File: config.mk
export PLATFORM = sky130hd
export DESIGN_NAME = mem_access_stage
export DESIGN_NICKNAME = d
export VERILOG_FILES = /design/src/rtl/mem_access_stage.sv
export SDC_FILE = /design/constraint.sdc
export NUM_CORES = 1
export LEC_CHECK = 0
export CORE_ASPECT_RATIO = 1.4
export CORE_UTILIZATION = 39
export CTS_CLUSTER_SIZE = 20
export DETAILED_ROUTE_END_ITERATION = 12
export PLACE_DENSITY = 0.78
export RECOVER_POWER = 25
export SLEW_MARGIN = 15
export SYNTH_ARGS = -nofsm -noshare
export SYNTH_HDL_FRONTEND = slang
export SYNTH_SLANG_ARGS = --single-unit
File: constraint.sdc
create_clock -name clk -period 6.95 [get_ports clk]
set_clock_uncertainty 0.1 [all_clocks]
set_input_delay 1.39 -clock clk [delete_from_list [all_inputs] [get_ports clk]]
set_output_delay 1.39 -clock clk [all_outputs]
set_load 0.03 [all_outputs]
File: src/rtl/mem_access_stage.sv
// mem_access_stage: MEM stage with req/ack data-memory handshake and MEM2WB register.
// Holds the upstream pipe while an access is outstanding; non-memory ops pass in one cycle.
module mem_access_stage #(
    parameter int WORD_W     = 32,
    parameter int REG_ADDR_W = 5,
    parameter int MEM_ADDR_W = 10,
    parameter int TIMEOUT    = 255
) (
    input  logic                  clk,
    input  logic                  rst,
    input  logic                  WB_EN_IN,
    input  logic                  MEM_R_EN_IN,
    input  logic                  MEM_W_EN_IN,
    input  logic                  MUL_EN_IN,
    input  logic                  COMP_EN_IN,
    input  logic [WORD_W-1:0]     ALUResIn,
    input  logic [WORD_W-1:0]     STValIn,
    input  logic [WORD_W-1:0]     HIGH_IN,
    input  logic [REG_ADDR_W-1:0] destIn,
    output logic                  freeze,
    output logic                  mem_req,
    output logic                  mem_we,
    output logic [MEM_ADDR_W-1:0] mem_addr,
    output logic [WORD_W-1:0]     mem_wdata,
    input  logic [WORD_W-1:0]     mem_rdata,
    input  logic                  mem_ack,
    output logic                  WB_EN,
    output logic                  MEM_R_EN,
    output logic                  MUL_EN_OUT,
    output logic                  COMP_EN_OUT,
    output logic [WORD_W-1:0]     ALURes,
    output logic [WORD_W-1:0]     MemData,
    output logic [WORD_W-1:0]     HIGH_OUT,
    output logic [REG_ADDR_W-1:0] dest,
    output logic                  err_timeout,
    output logic                  err_misalign
);
    typedef enum logic [1:0] {IDLE, WAIT, DONE} state_t;
    localparam logic [7:0] TMAX = 8'(TIMEOUT - 1);

    state_t                state_q, state_d;
    logic [7:0]            timer_q, timer_d;
    logic [WORD_W-1:0]     data_q, data_d;
    logic                  req_q, req_d, we_q, we_d;
    logic [MEM_ADDR_W-1:0] addr_q, addr_d;
    logic [WORD_W-1:0]     wdata_q, wdata_d;
    logic                  err_to_q, err_to_d, err_mis_q, err_mis_d;
    logic                  wb_q, wb_d, mr_q, mr_d, mul_q, mul_d, comp_q, comp_d;
    logic [WORD_W-1:0]     alu_q, alu_d, md_q, md_d, hi_q, hi_d;
    logic [REG_ADDR_W-1:0] dst_q, dst_d;
    logic                  mem_op, load_out;

    assign mem_op   = MEM_R_EN_IN | MEM_W_EN_IN;
    assign freeze   = (state_q == IDLE && mem_op) || state_q == WAIT;
    // The WB register takes the current instruction only when it is not being held.
    assign load_out = (state_q == IDLE && !mem_op) || state_q == DONE;

    always_comb begin
        state_d   = state_q;
        timer_d   = timer_q;
        data_d    = data_q;
        req_d     = req_q;
        we_d      = we_q;
        addr_d    = addr_q;
        wdata_d   = wdata_q;
        err_to_d  = err_to_q;
        err_mis_d = err_mis_q;
        case (state_q)
            IDLE: if (mem_op) begin
                state_d   = WAIT;
                req_d     = 1'b1;
                we_d      = MEM_W_EN_IN;
                addr_d    = ALUResIn[MEM_ADDR_W+1:2];
                wdata_d   = STValIn;
                timer_d   = '0;
                err_mis_d = err_mis_q | (ALUResIn[1:0] != 2'b00);
            end
            WAIT: begin
                timer_d = timer_q + 8'd1;
                if (mem_ack) begin
                    req_d   = 1'b0;
                    data_d  = we_q ? '0 : mem_rdata;
                    state_d = DONE;
                end else if (timer_q == TMAX) begin
                    req_d    = 1'b0;
                    data_d   = '0;
                    err_to_d = 1'b1;
                    state_d  = DONE;
                end
            end
            default: state_d = IDLE;
        endcase
        wb_d   = load_out & WB_EN_IN;
        mr_d   = load_out & MEM_R_EN_IN & ~MEM_W_EN_IN;
        mul_d  = load_out & MUL_EN_IN;
        comp_d = load_out & COMP_EN_IN;
        alu_d  = load_out ? ALUResIn : '0;
        hi_d   = load_out ? HIGH_IN : '0;
        dst_d  = load_out ? destIn : '0;
        md_d   = state_q == DONE ? data_q : '0;
    end

    always_ff @(posedge clk or posedge rst) begin
        if (rst) begin
            state_q   <= IDLE;
            timer_q   <= '0;
            data_q    <= '0;
            req_q     <= 1'b0;
            we_q      <= 1'b0;
            addr_q    <= '0;
            wdata_q   <= '0;
            err_to_q  <= 1'b0;
            err_mis_q <= 1'b0;
            wb_q      <= 1'b0;
            mr_q      <= 1'b0;
            mul_q     <= 1'b0;
            comp_q    <= 1'b0;
            alu_q     <= '0;
            md_q      <= '0;
            hi_q      <= '0;
            dst_q     <= '0;
        end else begin
            state_q   <= state_d;
            timer_q   <= timer_d;
            data_q    <= data_d;
            req_q     <= req_d;
            we_q      <= we_d;
            addr_q    <= addr_d;
            wdata_q   <= wdata_d;
            err_to_q  <= err_to_d;
            err_mis_q <= err_mis_d;
            wb_q      <= wb_d;
            mr_q      <= mr_d;
            mul_q     <= mul_d;
            comp_q    <= comp_d;
            alu_q     <= alu_d;
            md_q      <= md_d;
            hi_q      <= hi_d;
            dst_q     <= dst_d;
        end
    end

    assign mem_req      = req_q;
    assign mem_we       = we_q;
    assign mem_addr     = addr_q;
    assign mem_wdata    = wdata_q;
    assign WB_EN        = wb_q;
    assign MEM_R_EN     = mr_q;
    assign MUL_EN_OUT   = mul_q;
    assign COMP_EN_OUT  = comp_q;
    assign ALURes       = alu_q;
    assign MemData      = md_q;
    assign HIGH_OUT     = hi_q;
    assign dest         = dst_q;
    assign err_timeout  = err_to_q;
    assign err_misalign = err_mis_q;
endmodule

==> key figures <==
Clock tree
  – Clock Path Buffers: 2
  – TritonCTS Sinks: slightly below 200
  – CTS buffer count: 17
  – Postcts setup bufs: 0
  – Hold-fix buffers, CTS: 0
  – CTS-repair resized insts: 0
  – Worst-Skew Late Latency: 0.42 ns
  – CTS clk-pin slew, worst paths: about 0.070 ns
  – H-tree depth: 4
  – CTS tree: built
  – Clk Tree Root Cell: clkbuf_16

Setup path
  – CP peak stage delay: about 0.64 ns
  – Worst Setup Start Kind: input port
  – Crit-path cells: dlygate4sd3_1, nor3_1, nor2_1, clkdlybuf4s50_1
  – CP Capture Type: output port
  – Critical path class: in2out
  – CP max FO: 4
  – Crit path arrival time: around 3.2 ns
  – CP Data Required Time: 5.46 ns
  – Buf/Inv on CP: 2
  – CP top delay family: buffers and inverters
  – Critical-path top delay cell: clkdlybuf4s50_1

Timing
  – Fin. Hold Viols: 0
  – Achievable frequency: approximately 220 MHz
  – Crit share post-route: 66.8%
  – Slew Limit Fails: roughly 180
  – RSZ-0062 raised after global routing: false
  – Slew of the pin with the lowest slew margin: just under 3 ns
  – Slew HR: -95.7%
  – Post-Route Setup TNS: 0 ns
  – # setup viols final: 0
  – Minimum clock period: 4.64 ns

Die
  – FP Rows: 58
  – Area of the die: 19,100 um2
  – Die H: 163 um
  – Initial cell density of the core: 40.0%
  – Core Footprint: 18,100 um2
  – Die X-Extent: 117 um
  – Top Ports: 293

Yosys
  – YS warnings: 0
  – Leading area contributor after synthesis: dfrtp_1
  – Register area share after synthesis: 66.9%
  – Distinct cell type count after synthesis: 42
  – Yosys top cell area share: approximately 67%
  – Top cells by area, synth: dfrtp_1, and2_1, mux2_4
  – Flip-flop and latch count after synthesis: roughly 190
  – Post-Syn Area per Cell: around 15 um2
  – Syn Inst Count: 486
  – Syn_nets: 629
  – Synthesized area: 7220 um2

Place
  – Placed Area: 10,300 um2
  – Final GP Congestion: 0.750
  – Post-DP HPWL: 11,600 um
  – PortBufs: 292

Hold path
  – Hold crit path type: reg2reg

Final layout
  – Fillers: 1,377
  – Layout area overhead: 50.2%
  – Design Area, Final: ~11,000 um2
  – Area occupied by multi-input gates: roughly 2200 um2
  – Ratio of cells with drive above 1 in the final layout: a little over a tenth
  – Nets: 919
  – FF/Latch Area: 4830 um2
  – Commonest non-fill, non-tap cell in the layout: clkdlybuf4s50_1
  – Commonest non-fill, non-tap cells in the layout: clkdlybuf4s50_1, dfrtp_1, and2_1
  – ANT cells: 0

Drt
  – Iteration-0 DRC Markers: approximately 260
  – Total wire length: between 15,000 and 20,000 um
  – Drt drc: 0
  – Via density per instance: between 4 and 5
  – DR vias: roughly 4,800
  – Drt wl/cell: 16.5 um
  – First-pass DRT Iterations: 4
  – Final ANT Viol Nets: 0

Power
  – Pleak: around 0.0048 uW
  – Max VDD drop: 0.163 mV
  – Pwr/cell area: 414 nW/um2

Global routing
  – Vias in the first global route: 4,928
  – First-pass GRT wire length: 26,300 um
  – Largest net degree at the start of global routing: 143
  – Antenna violations before repair: 0
  – GR Overflow Total: 0
  – Global router's overall resource usage: a little under a fifth

Flow run
  – Maxcap violations: 2

Status
  – Status: complete, but fails checks
  – Failing checks: max-capacitance violations, max-slew violations
==> cell families after synthesis <==
logic type,count (synthesis),share of synthesized area (%)
simple gates,165,14.6
xor+xnor,1,0.121
fa+ha+maj,2,0.346
mux,45,8.89
buf+inv,29,3.01
compound gates,51,6.20
flops,193,66.9
==> worst reg2reg max path, cell delays in order (launching register included) <==
cell and delay (ns):
dfrtp_1 0.37, inv_1 0.07, ha_1 0.19, and3_1 0.17, a21oi_1 0.14, clkbuf_1 1.20, a221o_1 0.35
==> report_power, final <==
part           switching (uW)  internal, uW  total, uW
Clock                     467           481        948
Sequential                192          1470       1670
Combinational             965           916       1880
==> cell usage after synthesis (all sizes together) <==
cell type  instances
clkbuf            14
nand2              5
o22a               1
a22o               1
and4               1
o21ai              9
a21o               2
nor3               2
nor3b              2
nand2b             1
ha                 2
or2                2
inv                3
mux2              42
nor2b              1
buf               12
dfrtp            193
nor2               7
or4                1
nor4               1
o21ba              1
and2             136
o31ai              1
a31o               1
a221o             32
and2b              1
nand3              3
and3b              1
o211ai             2
a21oi              1
mux2i              3
and3               1
xor2               1
==> sequential cells by signal, indices dropped and copies added, names as in the netlist <==
name and count:
mem_addr 10, data_q 32, err_timeout 1, timer_q 8, dest 5, err_misalign 1, MEM_R_EN 1, COMP_EN_OUT 1
ALURes 32, mem_we 1, mem_req 1, MemData 32, MUL_EN_OUT 1, state_q 2, mem_wdata 32, WB_EN 1
HIGH_OUT 32
==> metal layers <==
metal | wire (um) | vias up | track usage [%]
li1 | - | 2219 | -
met4 | 429 | 0 | 7.13
met1 | 6220 | 2383 | 19.9
met3 | 1150 | 26 | 6.20
met5 | 0 | - | 0
met2 | 9150 | 168 | 32.8
==> layout make-up <==
type	instances	area share [%]
flip-flops and latches	193	44.5
multi-input cells	264	19.9
clock buffers	17	3.92
well taps	240	2.77
inverters	3	0.138
repair buffers	297	27.2
clock inverters	15	1.49
==> per-stage QoR <==
step / instances / power, uW / util [%] / worst slack [ns] / hold WS (ns)
2_1_floorplan: 486 / 2870 / - / 0.204 / 0.335
3_3_place_gp: 997 / 3530 / 56.9 / 2.31 / 0.342
3_5_place_dp: 997 / 3580 / 56.9 / 2.33 / 0.344
4_1_cts: 1029 / 4550 / 60.2 / 2.32 / 0.361
5_1_grt: 1029 / 4740 / 60.0 / 2.02 / 0.380
6_report: 1029 / 4490 / 60.0 / 2.31 / 0.357
==> path summary, 6_finish.rpt <==
check	end	slack, ns	start	cells after the start
min reg2reg	err_misalign	0.36	err_misalign	1
max reg2reg	data_q[24]	4.28	timer_q[0]	6
max in group asynchronous	state_q[0]	2.61	rst	3
max	freeze	2.31	MEM_R_EN_IN	4
min in group asynchronous	mem_wdata[12]	2.31	rst	2
min	err_misalign	0.36	err_misalign	1
No activity file was read; power rests on OpenSTA's default activity.
